==> config.mk <==
export PLATFORM = sky130hd
export DESIGN_NAME = mem_wb_multi
export DESIGN_NICKNAME = d
export VERILOG_FILES = /design/src/rtl/mem_wb_multi_pkg.sv /design/src/rtl/mem_wb_multi_wb_sat_counter.sv /design/src/rtl/mem_wb_multi.sv
export SDC_FILE = /design/constraint.sdc
export NUM_CORES = 1
export LEC_CHECK = 0
export BUFFER_PORTS_ARGS = -buffer_cell sky130_fd_sc_hd__buf_2
export CAP_MARGIN = 20
export CORE_MARGIN = 2
export CORE_UTILIZATION = 23
export DETAILED_ROUTE_END_ITERATION = 7
export PLACE_DENSITY_LB_ADDON = 0.1
export SLEW_MARGIN = 25
export SYNTH_ARGS = -nofsm -noshare
export SYNTH_HDL_FRONTEND = slang
export SYNTH_HIERARCHICAL = 1
export SYNTH_SLANG_ARGS = --single-unit
==> constraint.sdc <==
create_clock -name clk -period 3.9 [get_ports clk]
set_input_delay 0.195 -clock clk [delete_from_list [all_inputs] [get_ports clk]]
set_output_delay 0.195 -clock clk [all_outputs]
set_load 0.05 [all_outputs]
==> src/rtl/mem_wb_multi_pkg.sv <==
// Shared constants and helpers for the multi-channel MEM/WB pipeline register.
package mem_wb_multi_pkg;

    localparam logic        RstEnable    = 1'b1;
    localparam logic        WriteDisable = 1'b0;
    localparam logic        Stop         = 1'b1;
    localparam logic        NoStop       = 1'b0;
    localparam logic [31:0] ZeroWord     = 32'h0000_0000;
    localparam logic [4:0]  NOPRegAddr   = 5'b00000;

    // Global stall vector layout: one bit per pipeline stage.
    localparam int STALL_W_DEF = 6;
    localparam int STAGE_IF    = 0;
    localparam int STAGE_ID    = 1;
    localparam int STAGE_EX    = 2;
    localparam int STAGE_EX2   = 3;
    localparam int STAGE_MEM   = 4;
    localparam int STAGE_WB    = 5;

    // What the register does on the next rising edge (reset handled separately).
    typedef enum logic [1:0] {
        ACT_HOLD    = 2'd0,
        ACT_ADVANCE = 2'd1,
        ACT_BUBBLE  = 2'd2,
        ACT_FLUSH   = 2'd3
    } wb_action_e;

    // Flush beats bubble, bubble beats advance, otherwise hold.
    function automatic wb_action_e decode_action(input logic flush,
                                                 input logic stall_self,
                                                 input logic stall_next);
        if (flush)
            return ACT_FLUSH;
        else if (stall_self == Stop && stall_next == NoStop)
            return ACT_BUBBLE;
        else if (stall_self == NoStop)
            return ACT_ADVANCE;
        else
            return ACT_HOLD;
    endfunction

endpackage

==> src/rtl/mem_wb_multi_wb_sat_counter.sv <==
// Saturating event counter with synchronous clear; never wraps.
module wb_sat_counter
    import mem_wb_multi_pkg::*;
#(
    parameter int CNT_W = 16
) (
    input  logic             clk,
    input  logic             rst,
    input  logic             clr,
    input  logic             inc,
    output logic [CNT_W-1:0] cnt
);

    // Reset and clear zero the count; increments stop at all-ones.
    always_ff @(posedge clk) begin
        if (rst == RstEnable || clr) begin
            cnt <= '0;
        end else if (inc && cnt != {CNT_W{1'b1}}) begin
            cnt <= cnt + CNT_W'(1);
        end
    end

endmodule

==> src/rtl/mem_wb_multi.sv <==
// MEM/WB pipeline register with NUM_CH GPR write channels, HI/LO and LLbit
// side-channels, stall bubbles, flush and retire/bubble event counters.
module mem_wb_multi
    import mem_wb_multi_pkg::*;
#(
    parameter int DATA_W    = 32,
    parameter int ADDR_W    = 5,
    parameter int NUM_CH    = 2,
    parameter int STALL_W   = STALL_W_DEF,
    parameter int STAGE_IDX = STAGE_MEM,
    parameter int CNT_W     = 16
) (
    input  logic                     clk,
    input  logic                     rst,
    input  logic [STALL_W-1:0]       stall,
    input  logic                     flush,
    input  logic                     cnt_clr,
    input  logic                     mem_valid,
    input  logic [NUM_CH-1:0]        mem_wreg,
    input  logic [NUM_CH*ADDR_W-1:0] mem_wd,
    input  logic [NUM_CH*DATA_W-1:0] mem_wdata,
    input  logic                     mem_whilo,
    input  logic [DATA_W-1:0]        mem_hi,
    input  logic [DATA_W-1:0]        mem_lo,
    input  logic                     mem_LLbit_we,
    input  logic                     mem_LLbit_value,
    output logic                     wb_valid,
    output logic [NUM_CH-1:0]        wb_wreg,
    output logic [NUM_CH*ADDR_W-1:0] wb_wd,
    output logic [NUM_CH*DATA_W-1:0] wb_wdata,
    output logic                     wb_whilo,
    output logic [DATA_W-1:0]        wb_hi,
    output logic [DATA_W-1:0]        wb_lo,
    output logic                     wb_LLbit_we,
    output logic                     wb_LLbit_value,
    output logic [CNT_W-1:0]         retire_cnt,
    output logic [CNT_W-1:0]         bubble_cnt
);

    wb_action_e        action;
    logic [NUM_CH-1:0] wreg_merged;
    logic              retire_inc;
    logic              bubble_inc;
    logic              stall_unused;

    // Only this stage's bit and the downstream bit matter here.
    assign stall_unused = ^stall;

    // Decode the edge action from this stage's and the downstream stall bit.
    always_comb begin
        action = decode_action(flush, stall[STAGE_IDX], stall[STAGE_IDX+1]);
    end

    // Collision merge: an older channel's write is dropped when a younger
    // channel writes the same nonzero address; invalid slots write nothing.
    for (genvar i = 0; i < NUM_CH; i++) begin : g_merge
        logic younger_hit;

        // Look for any younger channel targeting the same nonzero register.
        always_comb begin
            younger_hit = 1'b0;
            for (int j = i + 1; j < NUM_CH; j++) begin
                if (mem_wreg[j] &&
                    mem_wd[j*ADDR_W +: ADDR_W] == mem_wd[i*ADDR_W +: ADDR_W] &&
                    mem_wd[i*ADDR_W +: ADDR_W] != '0) begin
                    younger_hit = 1'b1;
                end
            end
        end

        assign wreg_merged[i] = mem_valid & mem_wreg[i] & ~younger_hit;
    end

    // Pipeline register: reset/flush/bubble load zeros, advance loads inputs.
    always_ff @(posedge clk) begin
        if (rst == RstEnable || action == ACT_FLUSH || action == ACT_BUBBLE) begin
            wb_valid       <= 1'b0;
            wb_wreg        <= {NUM_CH{WriteDisable}};
            wb_wd          <= '0;
            wb_wdata       <= '0;
            wb_whilo       <= WriteDisable;
            wb_hi          <= '0;
            wb_lo          <= '0;
            wb_LLbit_we    <= WriteDisable;
            wb_LLbit_value <= 1'b0;
        end else if (action == ACT_ADVANCE) begin
            wb_valid       <= mem_valid;
            wb_wreg        <= wreg_merged;
            wb_wd          <= mem_wd;
            wb_wdata       <= mem_wdata;
            wb_whilo       <= mem_whilo & mem_valid;
            wb_hi          <= mem_hi;
            wb_lo          <= mem_lo;
            wb_LLbit_we    <= mem_LLbit_we & mem_valid;
            wb_LLbit_value <= mem_LLbit_value;
        end
    end

    // Counter events; flush already wins over advance inside decode_action.
    assign retire_inc = (action == ACT_ADVANCE) && mem_valid;
    assign bubble_inc = (action == ACT_FLUSH) || (action == ACT_BUBBLE);

    wb_sat_counter #(.CNT_W(CNT_W)) u_retire_cnt (
        .clk (clk),
        .rst (rst),
        .clr (cnt_clr),
        .inc (retire_inc),
        .cnt (retire_cnt)
    );

    wb_sat_counter #(.CNT_W(CNT_W)) u_bubble_cnt (
        .clk (clk),
        .rst (rst),
        .clr (cnt_clr),
        .inc (bubble_inc),
        .cnt (bubble_cnt)
    );

endmodule

==> impl_metrics.env, run 1 <==
export IMPL_status="complete, no violations"
export IMPL_vias_per_cell=4.32
export IMPL_maxCapViolations=0
export IMPL_rsz0062_at_grt="no"
export IMPL_reg2regPathDepth=5
export IMPL_slowest_stage="nor4_2"
export IMPL_use_met1_pct=17.8
export IMPL_netlist_instances=831
export IMPL_netlist_area_mm2=0.00705
export IMPL_p_leak_uw=0.00492
export IMPL_synthTopCellsByArea="dfxtp_1 (50%), nand2_1 (16%), a21oi_2 (8.7%)"
export IMPL_synth_cell_types=41
export IMPL_grt_pass1_wl_um=37800
export IMPL_globalRouteMet2Util_pct=25.6
export IMPL_cp_endpoint="u_retire_cnt/cnt[9]$_SDFFE_PP0P_"
export IMPL_whs_path_depth=3
export IMPL_cts_sinks=176
export IMPL_drive_above_1_share_pct=35.5
export IMPL_hold_violations=0
export IMPL_routed_via_count=7228
export IMPL_first_iter_violations=318
export IMPL_layout_worst_path_cycle_share_pct=47.7
export IMPL_gr_max_usage_layer="met2"
export IMPL_ant_nets=0
export IMPL_die_area_mm2=0.0321
export IMPL_synth_seq_cells=176
export IMPL_min_period_ns=1.86
export IMPL_finalSetupViolCount=0
export IMPL_power_density_mw_per_mm2=391
export IMPL_ios=330
export IMPL_end_kind="flop"
export IMPL_rrSetupSlack_ns=2.04
export IMPL_crit_family="simple AND/OR/NAND/NOR gates"
export IMPL_final_area_mm2=0.0109
export IMPL_start_util_pct=23.2
export IMPL_drc=0
export IMPL_cts_buffers=17
export IMPL_die_x_um=179
export IMPL_tritoncts="yes"
export IMPL_track_usage_pct=15.1
export IMPL_cp_depth=5
export IMPL_yosys_area_top_type="dfxtp_1"
export IMPL_yosysWarnings=6
export IMPL_dpl_hpwl_um=16600
export IMPL_clk_latency_ns=0.43
export IMPL_slew_violations=0
export IMPL_io_buffers=325
export IMPL_max_freq_mhz=538
export IMPL_cp_max_fo=8
export IMPL_overflow=0
export IMPL_cp_startpoint="u_retire_cnt/cnt[0]$_SDFFE_PP0P_"
export IMPL_slew_headroom_pct=32.8
export IMPL_final_common_cell="buf_2"
export IMPL_start_kind="flop"
export IMPL_root_buffer="clkbuf_16"
export IMPL_fin_total_pwr_uw=4270
export IMPL_diodes=0
export IMPL_wl_um=24800
export IMPL_avgSynthCellArea_um2=8.49
export IMPL_required_ns=4.26
export IMPL_fp_dieH_um=179
export IMPL_r2r_end="u_retire_cnt/cnt[9]$_SDFFE_PP0P_"
export IMPL_use_met3_pct=4.90
export IMPL_rows=64
export IMPL_place_area_mm2=0.00897
export IMPL_cts_max_path_buffers=2
export IMPL_path_buf_inv=0
export IMPL_max_vdd_ir_drop_mv=0.282
export IMPL_layout_nets=1422
export IMPL_grt_max_degree=86
export IMPL_r2r_start="u_retire_cnt/cnt[0]$_SDFFE_PP0P_"
export IMPL_postCtsSetupRepairBufs=0
export IMPL_antenna_found_initial=1
export IMPL_most_common_layout_cells="buf_2 (325), nand2_1 (292), dfxtp_1 (176)"
export IMPL_seq_area_frac_synth_pct=50.0
export IMPL_cts_htree_levels=4
export IMPL_worst_hold_path_type="input pin to flop"
export IMPL_grt_pass1_vias=6965
export IMPL_core_area_mm2=0.0304
export IMPL_clkTransAtPathRegs_ns=0.08
export IMPL_worstSetupPathType="flop to flop"
export IMPL_syn_nets=987
export IMPL_area_growth_pct=54.8
export IMPL_fin_skew_ns=0.00392
export IMPL_setup_tns_ns=0
export IMPL_cp_slowest_stage_delay_ns=0.64
export IMPL_dr_pass1_iters=4
export IMPL_synth_top_cell_area_share_pct=50.0
export IMPL_wl_per_cell_um=14.8
export IMPL_final_util_pct=35.9
export IMPL_finalHoldWorstSlack_ns=0.0317
export IMPL_arrival_ns=2.22
export IMPL_gp_congestion=0.736
export IMPL_cp_cell_sequence="ha_1, nand3_1, nor4_2, o21ai_0, a21oi_1"
export IMPL_tightestPinTransition_ns=1.01
cell families (layout without fill, tap and decap cells):
group                      after synthesis  after routing  share of synthesized area, %
DFF                                    176            176                          50.0
adders and majority gates                2              2                         0.355
AOI/OAI and AO/OA                      205            205                          19.8
xor gates and xnor gates                10             10                          1.24
buffers and inverters                   56            504                          4.29
and+or+nand+nor                        382            382                          24.3
power breakdown:
part	leakage (uW)	internal [uW]	switching, uW
Clock	0.000290	975	788
Combinational	0.00320	233	406
Sequential	0.00143	1850	24.1
Total	0.00492	3060	1220
registers in the layout (all words and copies together), names as in the netlist:
| name | flops |
|---|---|
| u_bubble_cnt/cnt | 16 |
| wb_hi | 32 |
| wb_whilo | 1 |
| wb_lo | 32 |
| wb_valid | 1 |
| wb_LLbit_value | 1 |
| u_retire_cnt/cnt | 16 |
| wb_wd | 10 |
| wb_LLbit_we | 1 |
| wb_wdata | 64 |
| wb_wreg | 2 |
timing repair:
action | CTS | global route
hold endpoints to repair | 135 | 0
gates resized for setup | 0 | 0
setup endpoints to repair | 0 | 0
hold buffers | 135 | 0
cell usage after synthesis (all sizes together):
cell type  number
a41o            8
a2111oi         1
nand4bb         1
xor2            4
nand4          15
and2            5
ha              2
dfxtp         176
buf            34
and3            2
nor2           16
o31a            1
a21oi         162
clkbuf         19
nand2         292
nor2b           2
or2             3
nand2b          1
o31ai           6
a31oi           6
or4             9
o21ai          15
and4            8
nor3            2
inv             3
nand3          13
nor4            2
a211oi          2
or3            11
xnor2           6
o41ai           2
o211a           2
how the worst min path moves through the flow:
| stage | startpoint | end | slack, ns |
|---|---|---|---|
| finish | mem_wdata[16] | wb_wdata[16]$_SDFFE_PP0N_ | 0.03 |
| floorplan | mem_LLbit_value | wb_LLbit_value$_SDFFE_PP0N_ | 0.34 |
| detailed placement | wb_lo[25]$_SDFFE_PP0N_ | wb_lo[25]$_SDFFE_PP0N_ | 0.44 |
| global route | mem_wdata[4] | wb_wdata[4]$_SDFFE_PP0N_ | 0.02 |
| global placement | wb_wdata[56]$_SDFFE_PP0N_ | wb_wdata[56]$_SDFFE_PP0N_ | 0.44 |
| CTS | mem_wdata[16] | wb_wdata[16]$_SDFFE_PP0N_ | 0.008 |
cell type report:
type / instances / area [um^2]
Sequential cell: 176 / 3520
Multi-Input combinational cell: 599 / 3250
Tap cell: 396 / 495
Clock buffer: 19 / 443
Fill cell: 3230 / 19500
Timing Repair Buffer: 469 / 3050
Clock inverter: 13 / 154
Inverter: 3 / 11.3
metal layers:
layer | part of all wire [%] | wire [um]
met3 | 7.2 | 1780
met1 | 43 | 10700
met5 | 0.044 | 11
met4 | 2.2 | 534
met2 | 48 | 11800
worst min-delay path: stages:
cell and delay, ns:
buf_2 0.12, nand2_1 0.07, a21oi_2 0.05
per-stage QoR:
step                setup WS (ns)  instances
global placement             1.81       1508
finish                       2.04       1675
floorplan                    1.88        831
global route                 1.83       1675
detailed placement           1.79       1508
CTS                          2.00       1675
Note: power is estimated with default switching activity, not from simulation.
==> run 2, diff against run 1 <==
clock period = 1.65 ns   (was 3.9 ns; I/O delays follow)
==> impl_metrics.env, run 2 (same netlist as run 1, synthesis figures left out) <==
export IMPL_antenna_found_initial=0
export IMPL_fill_cells=3205
export IMPL_area_growth_pct=62.3
export IMPL_rsz0062_at_grt="yes"
export IMPL_hold_violations=0
export IMPL_cts_max_path_buffers=2
export IMPL_drive_above_1_share_pct=39.1
export IMPL_slew_headroom_pct=70.2
export IMPL_largest_reg_flops=64
export IMPL_track_usage_pct=15.3
export IMPL_io_buffers=325
export IMPL_tightestPinTransition_ns=0.435
export IMPL_grt_pass1_vias=7346
export IMPL_tritoncts="yes"
export IMPL_p_leak_uw=0.00515
export IMPL_cp_max_fo=8
export IMPL_die_x_um=179
export IMPL_fin_skew_ns=0.00991
export IMPL_wl_per_cell_um=14.4
export IMPL_root_buffer="clkbuf_16"
export IMPL_max_freq_mhz=635
export IMPL_clkTransAtPathRegs_ns=0.06
export IMPL_grt_pass1_wl_um=38200
export IMPL_layout_worst_path_cycle_share_pct=95.5
export IMPL_die_area_mm2=0.0321
export IMPL_cts_sinks=176
export IMPL_dr_pass1_iters=4
export IMPL_layout_nets=1459
export IMPL_clk_latency_ns=0.44
export IMPL_required_ns=2.01
export IMPL_maxCapViolations=0
export IMPL_dpl_hpwl_um=16600
export IMPL_gp_congestion=0.743
export IMPL_arrival_ns=1.93
export IMPL_largest_registers="wb_wdata (64), wb_hi (32), wb_lo (32)"
export IMPL_routed_via_count=7380
export IMPL_wl_um=24600
export IMPL_worst_hold_path_type="input pin to flop"
export IMPL_final_common_cell="buf_2"
export IMPL_end_kind="flop"
export IMPL_cts_htree_levels=4
export IMPL_min_period_ns=1.58
export IMPL_r2r_start="u_bubble_cnt/cnt[1]$_SDFFE_PP0P_"
export IMPL_core_area_mm2=0.0304
export IMPL_cts_buffers=17
export IMPL_worstSetupPathType="flop to flop"
export IMPL_hp_start="cnt_clr"
export IMPL_regMostFlops="wb_wdata"
export IMPL_slew_violations=0
export IMPL_finalSetupViolCount=0
export IMPL_vias_per_cell=4.31
export IMPL_worst_slack_ns=0.0745
export IMPL_setup_tns_ns=0
export IMPL_power_density_mw_per_mm2=879
export IMPL_max_vdd_ir_drop_mv=0.608
export IMPL_start_util_pct=23.2
export IMPL_drc=0
export IMPL_most_common_layout_cells="buf_2 (324), nand2_1 (292), dlygate4sd3_1 (149)"
export IMPL_finalHoldWorstSlack_ns=0.0444
export IMPL_diodes=0
export IMPL_final_util_pct=37.6
export IMPL_ios=330
export IMPL_overflow=0
export IMPL_fin_total_pwr_uw=10100
export IMPL_rows=64
export IMPL_first_iter_violations=263
export IMPL_fp_dieH_um=179
export IMPL_dp_slack_ns=0.0328
export IMPL_cp_startpoint="u_bubble_cnt/cnt[1]$_SDFFE_PP0P_"
export IMPL_ant_nets=0
export IMPL_status="complete, no violations"
export IMPL_start_kind="flop"
export IMPL_grt_max_degree=75
-- run 2: cell types whose count changed in the layout (fill, tap and decap cells not counted), sizes merged --
cell / delta
dlygate4sd3: +14
clkbuf: +5
buf: +22
clkinv: -3
bufinv: -1
-- run 2: routing by layer --
| metal | global-route usage (%) | vias up | part of all wire, % |
|---|---|---|---|
| met4 | 6.75 | 0 | 2.8 |
| met1 | 17.6 | 3366 | 43 |
| met2 | 25.9 | 216 | 47 |
| li1 | - | 3764 | - |
| met3 | 4.69 | 34 | 6.7 |
| met5 | 0 | - | 0 |
-- run 2: what timing repair did --
action                                  CTS  global route
endpoints found under the setup margin    0            15
buffers inserted                          0             3
gates resized for setup                   0             8
hold buffers                            149             0
hold endpoints to repair                144             0
-- run 2: through the flow --
| step | std cells | instance area (um^2) |
|---|---|---|
| after floorplan | 831 | 7120 |
| after global placement | 1528 | 9320 |
| after detailed placement | 1528 | 9320 |
| after CTS | 1709 | 11400 |
| after global routing | 1712 | 11400 |
| final | 1712 | 11400 |
-- run 2: final cells by class --
class / instances / area [um^2] / area share, %
sequential: 176 / 3590 / 31.3
timing repair buffer: 506 / 3490 / 30.4
multi-input combinational: 599 / 3280 / 28.7
tap: 396 / 495 / 4.33
clock buffer: 23 / 488 / 4.26
clock inverter: 9 / 97.6 / 0.852
inverter: 3 / 11.3 / 0.0984
-- run 2: path summary, 6_finish.rpt --
| kind | endpoint | slack, ns | cells after the start |
|---|---|---|---|
| worst min register to register | wb_wdata[53]$_SDFFE_PP0N_ | 0.45 | 2 |
| worst max-delay path | u_bubble_cnt/cnt[13]$_SDFFE_PP0P_ | 0.07 | 6 |
| worst max register to register | u_bubble_cnt/cnt[13]$_SDFFE_PP0P_ | 0.07 | 6 |
| worst min-delay path | u_bubble_cnt/cnt[12]$_SDFFE_PP0P_ | 0.04 | 3 |
-- run 2: critical path, stage by stage, from the launching register on --
cell,delay [ns]
dfxtp_4,0.36
ha_2,0.19
nand3_2,0.10
nor4_2,0.05
buf_4,0.16
or4_1,0.50
a21oi_1,0.15
-- run 2: where the power goes --
group / switching [uW] / internal [uW]
Combinational: 971 / 619
Clock: 1800 / 2270
Sequential: 55.9 / 4350
Total: 2820 / 7240
==> run 3, diff against run 2 <==
CORE_UTILIZATION = 42   (was 23)
==> impl_metrics.env, run 3 (same netlist as run 1, synthesis figures left out) <==
export IMPL_whs_path_depth=3
export IMPL_internal_power_uw=7410
export IMPL_r2r_start="u_bubble_cnt/cnt[1]$_SDFFE_PP0P_"
export IMPL_largest_reg_flops=64
export IMPL_cts_sinks=176
export IMPL_power_density_mw_per_mm2=898
export IMPL_setup_tns_ns=0
export IMPL_gp_congestion=0.786
export IMPL_rows=47
export IMPL_grt_max_degree=84
export IMPL_die_x_um=134
export IMPL_cts_htree_levels=4
export IMPL_clkTransAtPathRegs_ns=0.06
export IMPL_start_kind="flop"
export IMPL_required_ns=1.96
export IMPL_grt_pass1_vias=7298
export IMPL_switching_power_uw=2670
export IMPL_final_util_pct=67.9
export IMPL_max_vdd_ir_drop_mv=0.679
export IMPL_p_seq_share_pct=43.8
export IMPL_cp_max_fo=5
export IMPL_reg2regPathDepth=4
export IMPL_wl_per_cell_um=14.9
export IMPL_slew_headroom_pct=65.0
export IMPL_vias_per_cell=4.91
export IMPL_area_growth_pct=59.1
export IMPL_min_to="u_retire_cnt/cnt[12]$_SDFFE_PP0P_"
export IMPL_dr_pass1_iters=4
export IMPL_worst_hold_path_type="input pin to flop"
export IMPL_cts_buffers=17
export IMPL_overflow=0
export IMPL_fill_cells=1357
export IMPL_largest_registers="wb_wdata (64), wb_hi (32), wb_lo (32)"
export IMPL_fp_dieH_um=134
export IMPL_p_clk_share_pct=40.5
export IMPL_die_area_mm2=0.0178
export IMPL_slew_violations=0
export IMPL_grt_pass1_wl_um=36400
export IMPL_cts_max_path_buffers=2
export IMPL_cp_startpoint="u_bubble_cnt/cnt[1]$_SDFFE_PP0P_"
export IMPL_ant_nets=0
export IMPL_status="complete, no violations"
export IMPL_max_freq_mhz=609
export IMPL_p_sw_share_pct=26.5
export IMPL_fin_skew_ns=0.00755
export IMPL_core_area_mm2=0.0165
export IMPL_maxCapViolations=0
export IMPL_layout_nets=1454
export IMPL_hold_violations=0
export IMPL_drive_above_1_share_pct=39.3
export IMPL_hp_start="cnt_clr"
export IMPL_routed_via_count=7505
export IMPL_p_comb_share_pct=15.8
export IMPL_ios=330
export IMPL_regMostFlops="wb_wdata"
export IMPL_track_usage_pct=25.0
export IMPL_root_buffer="clkbuf_16"
export IMPL_r2r_end="u_bubble_cnt/cnt[7]$_SDFFE_PP0P_"
export IMPL_min_period_ns=1.64
export IMPL_antenna_found_initial=0
export IMPL_tightestPinTransition_ns=0.525
export IMPL_place_area_mm2=0.00904
export IMPL_rsz0062_at_grt="yes"
export IMPL_final_common_cell="buf_2"
export IMPL_io_buffers=325
export IMPL_drc=0
export IMPL_final_area_mm2=0.0112
export IMPL_finalSetupViolCount=0
export IMPL_dpl_hpwl_um=14400
export IMPL_arrival_ns=1.95
export IMPL_end_kind="flop"
export IMPL_clk_latency_ns=0.42
export IMPL_start_util_pct=42.7
export IMPL_placed_cells=1348
export IMPL_p_leak_uw=0.00512
export IMPL_rrSetupSlack_ns=0.008
export IMPL_tritoncts="yes"
export IMPL_layout_worst_path_cycle_share_pct=99.5
export IMPL_wl_um=22700
export IMPL_first_iter_violations=268
export IMPL_worstSetupPathType="flop to flop"
export IMPL_fin_cells=1529
export IMPL_most_common_layout_cells="buf_2 (324), nand2_1 (291), dlygate4sd3_1 (148)"
[run 3: cell count changes in the layout (fill, tap and decap cells not counted), sizes merged]
cell / before / now
dlygate4sd3: 149 / 148
buf: 356 / 353
clkbuf: 24 / 21
clkinv: 4 / 3
inv: 6 / 5
diode: 0 / 1
bufinv: 1 / 2
[run 3: what timing repair did]
item                       4_1_cts  5_1_grt
hold endpoints to repair       144        0
setup endpoints to repair        0       19
hold buffers                   148        0
resized for setup                0       15
buffers inserted                 0        3
[run 3: metal layers]
layer | track usage [%] | wire length [um] | vias up
met5 | 0 | 0 | -
met4 | 9.34 | 594 | 0
met3 | 6.32 | 1430 | 42
met2 | 44.0 | 11200 | 245
met1 | 29.3 | 9460 | 3469
li1 | - | - | 3749
[run 3: critical path: stages (launching register included)]
cell and delay (ns):
dfxtp_4 0.36, ha_2 0.19, nand3_2 0.12, or4_4 0.62
a41o_1 0.24
[run 3: power by group through the flow]
stage          clock network, uW  logic [uW]  registers [uW]
6_report                    4080        1590            4410
5_1_grt                     4310        1700            4420
4_1_cts                     4160        1560            4410
3_5_place_dp                   0        1290            4500
3_3_place_gp                   0        1290            4500
2_1_floorplan                  0         420            4930
[run 3: cell type report]
cell class | count | area (um^2) | share of cell area, %
antenna | 1 | 2.50 | 0.0223
clock buffer | 21 | 493 | 4.39
clock inverter | 8 | 101 | 0.903
inverter | 3 | 11.3 | 0.100
multi-input combinational | 599 | 3310 | 29.5
sequential | 176 | 3590 | 32.0
tap | 220 | 275 | 2.45
timing repair buffer | 501 | 3440 | 30.6
[run 3: through the flow]
stage | setup slack, ns | total power (uW) | hold slack, ns
after floorplan | -0.0144 | 5350 | 0.223
after global placement | 0.0479 | 5790 | 0.328
after detailed placement | 0.0222 | 5790 | 0.332
after CTS | 0.00692 | 10100 | 0.0104
after global routing | -0.0424 | 10400 | 0.0306
final | 0.00764 | 10100 | 0.0312
[run 3: worst max-delay path by stage]
stage | end | cells past startpoint
final | u_bubble_cnt/cnt[7]$_SDFFE_PP0P_ | 4
after global routing | u_bubble_cnt/cnt[7]$_SDFFE_PP0P_ | 5
after CTS | u_bubble_cnt/cnt[13]$_SDFFE_PP0P_ | 6
after detailed placement | u_bubble_cnt/cnt[13]$_SDFFE_PP0P_ | 6
after global placement | u_bubble_cnt/cnt[15]$_SDFFE_PP0P_ | 6
after floorplan | u_bubble_cnt/cnt[3]$_SDFFE_PP0P_ | 5
